$ cat config.mk
export PLATFORM = sky130hd
export DESIGN_NAME = compare_arbiter
export DESIGN_NICKNAME = d
export VERILOG_FILES = /design/src/rtl/compare_pkg.sv /design/src/rtl/compare_arbiter_rr_grant.sv /design/src/rtl/compare_arbiter.sv
export SDC_FILE = /design/constraint.sdc
export NUM_CORES = 1
export LEC_CHECK = 0
export BUFFER_PORTS_ARGS = -buffer_cell sky130_fd_sc_hd__buf_4
export CORE_ASPECT_RATIO = 2
export CORE_MARGIN = 2
export CORE_UTILIZATION = 51
export CTS_BUF_LIST = sky130_fd_sc_hd__clkbuf_8
export CTS_CLUSTER_DIAMETER = 40
export DETAILED_ROUTE_END_ITERATION = 10
export PLACE_DENSITY = 0.83
export SYNTH_ARGS = -nofsm -noshare
export SYNTH_HDL_FRONTEND = slang
export SYNTH_HIERARCHICAL = 1
export SYNTH_SLANG_ARGS = --single-unit
$ cat constraint.sdc
create_clock -name iClk -period 5.1 [get_ports iClk]
set_clock_uncertainty 0.15 [all_clocks]
set_input_delay 0.765 -clock iClk [delete_from_list [all_inputs] [get_ports iClk]]
set_output_delay 0.765 -clock iClk [all_outputs]
set_load 0.005 [all_outputs]
$ cat src/rtl/compare_pkg.sv
// compare_pkg: shared defaults, result codes and FSM encoding for compare_arbiter
package compare_pkg;
    localparam int NREQ_DEF = 4;
    localparam int W_DEF = 8;
    localparam logic [2:0] CMP_GT = 3'b100;
    localparam logic [2:0] CMP_LT = 3'b010;
    localparam logic [2:0] CMP_EQ = 3'b001;
    typedef enum logic [1:0] {IDLE = 2'd0, CMP = 2'd1, RESP = 2'd2} state_t;
endpackage

$ cat src/rtl/compare_arbiter_rr_grant.sv
// rr_grant: combinational round-robin one-hot grant starting the search at ptr
module rr_grant #(
    parameter int NREQ = 4,
    parameter int IDW = 2
) (
    input  logic [NREQ-1:0] req,
    input  logic [IDW-1:0]  ptr,
    output logic [NREQ-1:0] gnt,
    output logic [IDW-1:0]  idx
);
    logic [IDW-1:0] k;
    // walk offsets from farthest to nearest so the nearest set request wins
    always_comb begin
        gnt = '0;
        idx = '0;
        k = '0;
        for (int i = NREQ - 1; i >= 0; i--) begin
            k = ptr + IDW'(i);
            if (req[k]) begin
                gnt = NREQ'(1) << k;
                idx = k;
            end
        end
    end
endmodule

$ cat src/rtl/compare_arbiter.sv
// compare_arbiter: round-robin shared unsigned comparator with valid/ready one-hot result
module compare_arbiter
    import compare_pkg::*;
#(
    parameter int NREQ = NREQ_DEF,
    parameter int W = W_DEF,
    parameter int IDW = $clog2(NREQ)
) (
    input  logic              iClk,
    input  logic              iRst,
    input  logic [NREQ-1:0]   iReq,
    input  logic [NREQ*W-1:0] iData_a,
    input  logic [NREQ*W-1:0] iData_b,
    output logic [NREQ-1:0]   oAck,
    output logic              oValid,
    output logic [2:0]        oData,
    output logic [IDW-1:0]    oId,
    input  logic              iReady
);
    state_t state, nextState;
    logic [IDW-1:0] ptr, gntIdx, idReg;
    logic [NREQ-1:0] gnt;
    logic [W-1:0] aReg, bReg;
    logic [2:0] cmpRes;
    logic take;

    rr_grant #(.NREQ(NREQ), .IDW(IDW)) uGrant (
        .req(iReq),
        .ptr(ptr),
        .gnt(gnt),
        .idx(gntIdx)
    );

    assign take = (state == IDLE) && (|gnt);

    // state register
    always_ff @(posedge iClk) begin
        if (iRst) state <= IDLE;
        else state <= nextState;
    end

    // next-state: one accept, one compare cycle, then hold until consumed
    always_comb begin
        nextState = (state == IDLE) ? (take ? CMP : IDLE) :
                    (state == CMP)  ? RESP :
                    (iReady ? IDLE : RESP);
    end

    // accept strobe only in IDLE and never while reset is asserted
    always_comb begin
        oAck = (state == IDLE && !iRst) ? gnt : '0;
    end

    // unsigned magnitude compare of the latched operand pair
    always_comb begin
        cmpRes = (aReg > bReg) ? CMP_GT : (aReg < bReg) ? CMP_LT : CMP_EQ;
    end

    // operand latch, pointer advance and registered response
    always_ff @(posedge iClk) begin
        if (iRst) begin
            ptr <= '0;
            oValid <= 1'b0;
            oData <= '0;
            oId <= '0;
        end else begin
            if (take) begin
                aReg <= iData_a[gntIdx*W +: W];
                bReg <= iData_b[gntIdx*W +: W];
                idReg <= gntIdx;
                ptr <= gntIdx + IDW'(1);
            end
            if (state == CMP) begin
                oData <= cmpRes;
                oId <= idReg;
                oValid <= 1'b1;
            end
            if (state == RESP && iReady) oValid <= 1'b0;
        end
    end
endmodule

==> summary.md, run 1 <==
| Metric | Value |
|---|---|
| Run status | completed |
| Worst-path fanout max | 14 |
| Vias | 1,671 |
| Hold Crit Endpoint | oId[1]$_SDFFE_PP0P_ |
| R2R Path Start | ptr[0]$_SDFFE_PP0N_ |
| CP Cell Sequence | inv_1 -> ha_1 -> mux4_2 -> or4_1 -> a21o_1 -> o211ai_1 -> and2_1 -> buf_4 |
| Port Buffers | 80 |
| Core Rows | 32 |
| CP bufs+invs | 2 |
| Synth top area cells | edfxtp_1 (26%), mux4_2 (18%), dfxtp_1 (9.7%) |
| Final std cells w/o fill | 299 |
| Worst R2R Path Depth | 10 |
| Slowest stage delay, CP | 680 ps |
| ANT nets after route | 0 |
| Detailed-route DRC error count | 0 |
| Post-synth EDFFs | 18 |
| # resized after CTS | 0 |
| Largest net degree at the start of global routing | 20 |
| Leakage power figure | 1.177 nW |
| # hold bufs at CTS | 0 |
| Hold Path Stages | 2 |
| Overall Global Routing Usage | 21.82% |
| Crit path kind | reg2out |
| Leading register cell type out of synthesis | edfxtp_1 |
| Net Sw Power | between 0.0005 and 0.0006 W |
| Worst vdd ir | 0.3519 mV |
| # Post-CTS Setup Buffers | 0 |
| Core area | 0.003884 mm2 |
| Syn_nets | 256 |
| Most frequent cells after synthesis | edfxtp_1 (18), mux4_2 (17), ha_1 (16) |
| DR iter-0 viols | 39 |
| Yosys reg bits | 28 |
| Comb power frac | about three fifths |
| Sequential fraction of the synthesis area | 35.73% |
| DP Area | around 0.0027 mm2 |
| Synth area leader | edfxtp_1 |
| HPWL after detailed placement | 3.850 mm |
| Reg2Reg Setup Slack | 1520 ps |
| Routed WL | 4.611 mm |
| Fmax | 0.2475 GHz |
| CTS tree | built |
| # fillers | around 300 |
| Max-slew headroom | 62.12% |
| WL per Instance | 15.42 um |
| Slew @ Worst Pin | 552.4 ps |
| Final Hold Viols | 0 |
| Die Span X | 49.09 um |
| Global-route wire length before repair | between 7 and 8 mm |
| Ys async rst share | 0% |
| Library cells used by synthesis | 51 |
| IO Count | 81 |
| WP depth | 8 |
| Antenna cells | 0 |
| Ratio of cells with drive above 1 in the final layout | 48.39% |
| Synth Cell Area | 0.002073 mm2 |
| Initial antenna violation count | 0 |
| Root Buffer | clkbuf_8 |
| CP Capture Type | primary output |
| Top-area cell type share of the netlist area | a little over a quarter |
| Tightest Hold Check Type | reg2reg |
| Slew Viols, Final | 0 |
| Cell total after placement | ~300 |
| Initial Util | about 53% |
| Worst EP arrival | roughly 3100 ps |
| Crit-path leading delay family | simple AND/OR/NAND/NOR gates |
| Final setup viols | 0 |
| Placer Congestion | 0.8829 |
| Sinks on Clock Net | 28 |
| Mapped Cells | 169 |
| Critical Path RT | approximately 4200 ps |
| Insertion delay to the later sink of the worst-skew pair | between 200 and 300 ps |
| Area growth syn-to-layout | 32.77% |
| Switch share | 37.96% |
| Reg power frac | 30.4% |
| Clk pwr share | a little under a tenth |
| CTS Buf Count | 3 |
| Crit-path slowest cell | dfxtp_1 |
| RSZ-0062 raised after global routing | false |
| Most numerous cell in the Yosys netlist | edfxtp_1 |
| Clock transition at path regs | 90 ps |
| Yosys warns | 6 |
| Drt via density | 5.589 |
| Post-Route Setup TNS | 0 ps |
| Nets | between 300 and 400 |
| First drt pass iteration count | 4 |
| Post-Syn Area per Cell | 12.27 um2 |
| DIE HEIGHT | 94.17 um |
| Min cycle time layout | between 4000 and 5000 ps |
| Clock Path Buffers | 2 |
| GR Overflow Total | 0 |
| Setup crit start kind | flop |
| Hold path startpoint | idReg[1]$_DFFE_PP_ |
| Final instance area | 0.002753 mm2 |
| Part of the cycle the worst path needs | 79.24% |
| Vias in the first global route | 1,757 |
| RR Endpoint | ptr[0]$_SDFFE_PP0N_ |
| H-tree levels | 1 |
| Final core occ | 70.88% |
| Internal power | 0.0008877 W |
| Max Cap Viol | 0 |
| Power Density | 519.9 mW/mm2 |
| Die area | approximately 0.0046 mm2 |
[how the worst max path moves through the flow]
stage                              from           endpoint  slack, ps
finish              ptr[0]$_SDFFE_PP0N_            oAck[2]       1060
global route        ptr[0]$_SDFFE_PP0N_            oAck[2]        880
CTS                 ptr[0]$_SDFFE_PP0N_            oAck[2]       1090
detailed placement  ptr[0]$_SDFFE_PP0N_            oAck[2]       1380
global placement    ptr[0]$_SDFFE_PP0N_            oAck[2]       1440
floorplan           ptr[1]$_SDFFE_PP0N_  aReg[0]$_DFFE_PP_       1370
[state kept, by name (all words and copies together) (netlist names)]
name    cells
aReg        8
oData       3
idReg       2
ptr         2
state       2
oId         2
bReg        8
oValid      1
[logic make-up after synthesis]
family	count (synthesis)	synth area share, %
xor gates and xnor gates	1	0.4225
and+or+nand+nor	47	13.64
muxes	26	23.78
buffers and inverters	20	5.491
adders and majority gates	16	9.656
DFF	28	35.73
AOI/OAI and AO/OA	31	11.29
[power groups by stage]
stage / combinational, W / sequential [W] / clock, W
after floorplan: 0.000700 / 0.000423 / 0
after global placement: 0.000845 / 0.000437 / 0
after detailed placement: 0.000867 / 0.000442 / 0
after CTS: 0.000870 / 0.000436 / 0.000137
after global routing: 0.000959 / 0.000448 / 0.000146
final: 0.000861 / 0.000435 / 0.000134
[routing by layer]
metal  global-route usage [%]  vias up  wire, um
met4                    8.095        0        97
met5                        0        -         0
met1                    23.15      785      1701
met3                    2.548        7       209
li1                         -      816         -
met2                    42.45       63      2602
[metrics by stage]
stage | setup WS [ps] | power [W] | hold slack [ps]
detailed placement | 1383 | 0.001309 | 337.1
CTS | 1087 | 0.001443 | 346.7
global placement | 1441 | 0.001282 | 315.5
floorplan | 1367 | 0.001122 | 306.3
finish | 1059 | 0.001431 | 353.1
global route | 882.8 | 0.001552 | 371.5
[cell type report]
| cell class | instances | area [um2] | share of cell area, % |
|---|---|---|---|
| clock buffers | 4 | 55.05 | 2.000 |
| inverters | 12 | 45.04 | 1.636 |
| flip-flops and latches | 28 | 740.7 | 26.91 |
| multi-input cells | 121 | 1225 | 44.50 |
| well taps | 51 | 63.81 | 2.318 |
| repair buffers | 83 | 623.1 | 22.64 |
[worst register-to-register path, stage by stage (launching register included)]
cell and delay [ps]:
dfxtp_1 680, inv_1 210, ha_1 460, mux4_2 410
or4_1 530, a21o_1 180, o211ai_1 110, nor4_2 100
nor3_1 360, nor2_1 70, a211oi_1 230
[cells in the final DEF (no fill, tap or decap), types with 5 or more instances in the layout]
| cell | instances |
|---|---|
| buf_4 | 83 |
| edfxtp_1 | 18 |
| mux4_2 | 17 |
| ha_1 | 16 |
| inv_1 | 12 |
| nor2_1 | 11 |
| dfxtp_1 | 10 |
| nand4_1 | 6 |
| a21oi_1 | 5 |
| mux2i_1 | 5 |
(Power assumes the default switching activity.)
==> run 2: changes to the inputs <==
Settings changed: ABC_AREA from default to 1, CORE_UTILIZATION 51 to 46, PLACE_DENSITY 0.83 to 0.79.
Clock period 5.1 ns to 3.6 ns, I/O delays scaled along.
==> summary.md, run 2 <==
| Metric | Value |
|---|---|
| Placer Congestion | between 0.8 and 0.9 |
| Root Buffer | clkbuf_8 |
| Slew Viols, Final | 0 |
| Biggest registers after layout | aReg x8, bReg x8, oData x3 |
| HPWL after detailed placement | 3.927 mm |
| Slew @ Worst Pin | 792.8 ps |
| Top-area cell type share of the netlist area | 25.40% |
| R2R Path Start | ptr[0]$_SDFFE_PP0N_ |
| Mapped Cells | 282 |
| Crit path from | ptr[0]$_SDFFE_PP0N_ |
| CTS tree | built |
| Crit-path leading delay family | compound AO/OA/AOI/OAI gates |
| Area growth syn-to-layout | 30.86% |
| ANT nets after route | 0 |
| Core area | 0.004511 mm2 |
| Final Hold Viols | 0 |
| M1 WL | 2.122 mm |
| Leakage power figure | about 1.3 nW |
| Final setup viols | 0 |
| Routed wl met3 | approximately 340 um |
| Vias | 2,138 |
| Pre-CTS WS | 2.255 ps |
| Reg2Reg Setup Slack | ~370 ps |
| Max Cap Viol | 0 |
| Clock transition at path regs | 90 ps |
| Final std cells w/o fill | 413 |
| # Post-CTS Setup Buffers | 0 |
| Die area | about 0.0052 mm2 |
| Yosys warns | 6 |
| Critical Path RT | around 3500 ps |
| Hold path startpoint | iRst |
| Setup crit start kind | flop |
| WL per Instance | approximately 12 um |
| # fillers | 390 |
| Fmax | 0.3092 GHz |
| Initial antenna violation count | 0 |
| Syn_nets | 369 |
| Commonest non-fill, non-tap cell in the layout | buf_4 |
| Crit-path slowest cell | o21ai_4 |
| Hold Crit Endpoint | oValid$_SDFFE_PP0P_ |
| Most frequent cells after synthesis | nor2_1 (56), inv_1 (29), nand2_1 (29) |
| Worst vdd ir | 0.4735 mV |
| Met2 WL | 2.357 mm |
| H-tree levels | 1 |
| Total Power | around 0.0025 W |
| Worst R2R Path Depth | 11 |
| RSZ-0062 raised after global routing | false |
| Part of the cycle the worst path needs | 89.84% |
| Synth Cell Area | 0.002128 mm2 |
| Min cycle time layout | 3234 ps |
| CP bufs+invs | 4 |
| Overall Global Routing Usage | 19.96% |
| RR Endpoint | bReg[2]$_DFFE_PP_ |
| Post-synth EDFFs | 18 |
| Port Buffers | 80 |
| Core Rows | 35 |
| DR iter-0 viols | 55 |
| Sinks on Clock Net | 28 |
| Insertion delay to the later sink of the worst-skew pair | 270 ps |
| Hold Path Stages | 2 |
| Power Density | 912.5 mW/mm2 |
| Final core occ | 61.75% |
| Synth area leader | edfxtp_1 |
| Run status | completed |
| Clock Path Buffers | 2 |
| Detailed-route DRC error count | 0 |
| Most numerous cell in the Yosys netlist | nor2_1 |
| CP Capture Type | flop |
| Post-Route Setup TNS | 0 ps |
| Yosys reg bits | 28 |
| Tightest Hold Check Type | in2reg |
| IO Count | 81 |
| Worst-path fanout max | 35 |
| Sequential fraction of the synthesis area | 34.80% |
| Post-Syn Area per Cell | 7.547 um2 |
| Ys async rst share | 0% |
| CTS Buf Count | 3 |
| Synth top area cells | edfxtp_1 (25%), nor2_1 (9.9%), dfxtp_1 (9.4%) |
| Vias in the first global route | 2,045 |
| Seq. cell area | 740.7 um2 |
| Crit path kind | reg2reg |
| Global-route wire length before repair | 8.328 mm |
| Die Span X | around 52 um |
| CP Cell Sequence | inv_2 -> ha_1 -> inv_1 -> nand3_2 -> nand2_4 -> inv_4 -> a21oi_1 -> o21ai_4 -> inv_4 -> o21ai_1 -> o22ai_1 |
| Ratio of cells with drive above 1 in the final layout | around 31% |
| Most frequent cells in the layout | buf_4 (82), nor2_1 (56), inv_1 (30), nand2_1 (29), o21ai_0 (24) |
| Antenna cells | 0 |
| # hold bufs at CTS | 0 |
| DIE HEIGHT | 100.2 um |
| Initial Util | between 40% and 50% |
| Routed WL | 4.878 mm |
| Largest net degree at the start of global routing | 36 |
| # resized after CTS | 1 |
| Max-slew headroom | 46.94% |
| First drt pass iteration count | 4 |
| Slack of the critical path | 365.7 ps |
| Cell total after placement | 409 |
| Most used cell, CP | inv_4 |
| Leading register cell type out of synthesis | edfxtp_1 |
| Worst EP arrival | ~3100 ps |
| Nets | 446 |
| Library cells used by synthesis | 29 |
| Drt via density | just over 5 |
| Max layer used | met4 |
| Footprint of the multi-input gates | 0.001165 mm2 |
| Slowest stage delay, CP | 630 ps |
| GR Overflow Total | 0 |
## run 2: area by class of cell
class	count	area share, %
Clock inverter	1	0.1348
Multi-Input combinational cell	206	41.82
Sequential cell	28	26.59
Tap cell	55	2.471
Timing Repair Buffer	82	22.10
Clock buffer	3	1.482
Inverter	38	5.391
## run 2: routing by layer
| layer | track usage [%] | vias up |
|---|---|---|
| li1 | - | 1094 |
| met1 | 25.02 | 949 |
| met2 | 34.37 | 89 |
| met3 | 2.827 | 6 |
| met4 | 6.275 | 0 |
| met5 | 0 | - |
## run 2: logic make-up after synthesis
| kind of cell | synth area share, % |
|---|---|
| compound gates | 18.87 |
| xor+xnor | 0.4116 |
| fa+ha+maj | 9.406 |
| buf+inv | 10.99 |
| flops | 34.80 |
| simple gates | 25.51 |
## run 2: worst max path at each step
stage | to | slack [ps] | depth (start not counted)
2_1_floorplan | aReg[0]$_DFFE_PP_ | 460 | 14
3_3_place_gp | bReg[0]$_DFFE_PP_ | 190 | 11
3_5_place_dp | bReg[0]$_DFFE_PP_ | 2 | 11
4_1_cts | bReg[0]$_DFFE_PP_ | 360 | 11
5_1_grt | bReg[2]$_DFFE_PP_ | 70 | 11
6_report | bReg[2]$_DFFE_PP_ | 370 | 11
## run 2: metrics by stage
stage / hold WS, ps / area, um2
final: 308.4 / 2785
after global placement: 304.1 / 2733
after global routing: 311.8 / 2785
after floorplan: 297.4 / 2128
after CTS: 304.9 / 2785
after detailed placement: 307.7 / 2733
## run 2: report_power, final
group          internal (W)  switching (W)
combinational      0.000631        0.00108
sequential         0.000595      0.0000711
clock             0.0000763      0.0000879
==> run 3: changes to the inputs <==
Settings changed: ABC_AREA 1 to default, REMOVE_ABC_BUFFERS from default to 1.
==> summary.md, run 3 (synthesized netlist as in run 1, its figures left out) <==
| Metric | Value |
|---|---|
| Run status | completed |
| H-tree levels | 1 |
| Slew Viols, Final | 0 |
| Slew @ Worst Pin | 534.9 ps |
| Leakage power figure | around 1.2 nW |
| # hold bufs at CTS | 0 |
| Critical Path RT | 2910 ps |
| Hold path startpoint | oData[2]$_SDFFE_PP0P_ |
| ANT nets after route | 0 |
| DIE HEIGHT | between 90 and 100 um |
| Crit path from | ptr[1]$_SDFFE_PP0N_ |
| Hold_ws | 323.2 ps |
| Commonest non-fill, non-tap cell in the layout | buf_4 |
| Worst EP arrival | 2700 ps |
| Clock Path Buffers | 2 |
| Initial Util | 47.78% |
| Vias in the first global route | 1,840 |
| Crit-path leading delay family | simple AND/OR/NAND/NOR gates |
| # fillers | 370 |
| # Post-CTS Setup Buffers | 0 |
| Reg2Reg Setup Slack | 420 ps |
| GR Overflow Total | 0 |
| Worst-path fanout max | 8 |
| CP Cell Sequence | inv_1 -> ha_1 -> mux4_2 -> or4_1 -> a21o_1 -> o211ai_1 -> and2_1 -> buf_4 |
| Most frequent cells in the layout | buf_4 (87), edfxtp_1 (18), mux4_2 (17), ha_1 (16), inv_1 (13) |
| Insertion delay to the later sink of the worst-skew pair | 270 ps |
| Port Buffers | 80 |
| Overall Global Routing Usage | 21.41% |
| Clock transition at path regs | roughly 80 ps |
| R2R Path Start | ptr[1]$_SDFFE_PP0N_ |
| Antenna cells | 0 |
| CP bufs+invs | 2 |
| RR Endpoint | ptr[0]$_SDFFE_PP0N_ |
| Vias | 1,749 |
| Global-route wire length before repair | 8.162 mm |
| Total Power | between 0.002 and 0.0025 W |
| Placer Congestion | 0.9549 |
| Hold Path Stages | 2 |
| Biggest registers after layout | aReg x8, bReg x8, oData x3 |
| DR iter-0 viols | 35 |
| Footprint of the multi-input gates | 0.001225 mm2 |
| Slowest stage delay, CP | 540 ps |
| Die Span X | 51.47 um |
| Worst vdd ir | 0.5819 mV |
| Power Density | between 700 and 800 mW/mm2 |
| Die area | 0.005092 mm2 |
| Final setup viols | 0 |
| First drt pass iteration count | 4 |
| Min cycle time layout | 3394 ps |
| Area growth syn-to-layout | 33.92% |
| Tightest Hold Check Type | reg2reg |
| Crit-path slowest cell | or4_1 |
| Seq. cell area | 740.7 um2 |
| Root Buffer | clkbuf_8 |
| Worst R2R Path Depth | 10 |
| Crit path kind | reg2out |
| IO Count | 81 |
| Detailed-route DRC error count | 0 |
| Max-slew headroom | 64.27% |
| CTS Buf Count | 3 |
| Largest net degree at the start of global routing | 19 |
| Hold Crit Endpoint | oData[2]$_SDFFE_PP0P_ |
| Routed WL | ~5.2 mm |
| Nets | 340 |
| Core Rows | 34 |
| RSZ-0062 raised after global routing | false |
| Initial antenna violation count | 0 |
| Sinks on Clock Net | 28 |
| CTS tree | built |
| HPWL after detailed placement | 4.461 mm |
| Max Cap Viol | 0 |
| CP Capture Type | primary output |
| Core area | 0.004339 mm2 |
| Setup crit start kind | flop |
| Part of the cycle the worst path needs | around 94% |
| Drt via density | roughly 5.7 |
| Ratio of cells with drive above 1 in the final layout | approximately 49% |
| # resized after CTS | 0 |
| Fmax | about 0.29 GHz |
| Final Hold Viols | 0 |
| WL per Instance | around 17 um |
==> run 3: how the worst max path moves through the flow <==
stage	end	slack (ps)	depth (start not counted)
2_1_floorplan	aReg[0]$_DFFE_PP_	-460	5
3_3_place_gp	ptr[0]$_SDFFE_PP0N_	540	10
3_5_place_dp	ptr[0]$_SDFFE_PP0N_	420	10
4_1_cts	oAck[2]	220	8
5_1_grt	oAck[2]	60	8
6_report	oAck[2]	210	8
==> run 3: through the flow <==
step | std cells | setup TNS, ps | setup WS, ps | area (um2) | util [%]
finish | 306 | 0 | 205.5 | 2776 | 63.99
global route | 306 | 0 | 55.23 | 2776 | 63.99
CTS | 306 | 0 | 218.6 | 2776 | 63.99
detailed placement | 302 | 0 | 423.6 | 2731 | 62.95
global placement | 302 | 0 | 542.9 | 2731 | 62.95
floorplan | 161 | -10880 | -463.8 | 2004 | -
==> run 3: layout make-up <==
class,instances,share of cell area (%)
Tap cell,54,2.434
Inverter,12,1.622
Sequential cell,28,26.68
Clock inverter,1,0.1352
Multi-Input combinational cell,121,44.12
Clock buffer,3,1.487
Timing Repair Buffer,87,23.52
==> run 3: metal layers <==
metal | GRT usage (%) | share of wire [%] | vias to the layer above | wire length, um
li1 | - | - | 825 | -
met1 | 20.85 | 31 | 855 | 1638
met2 | 42.21 | 62 | 56 | 3230
met5 | 0 | 0 | - | 0
met4 | 9.919 | 3.4 | 0 | 176
met3 | 1.818 | 3.6 | 13 | 190
==> run 3: tightest hold or removal path: cells and delay by family, from the launching register on <==
kind	cells	cell delay, ps
AOI/OAI and AO/OA	1	60
and+or+nand+nor	1	50
DFF	1	320
==> run 3: report_power, final <==
part	total (W)	switching (W)	internal (W)
clock network	0.000166	0.0000900	0.0000765
logic	0.00132	0.000670	0.000652
registers	0.000587	0.0000504	0.000537
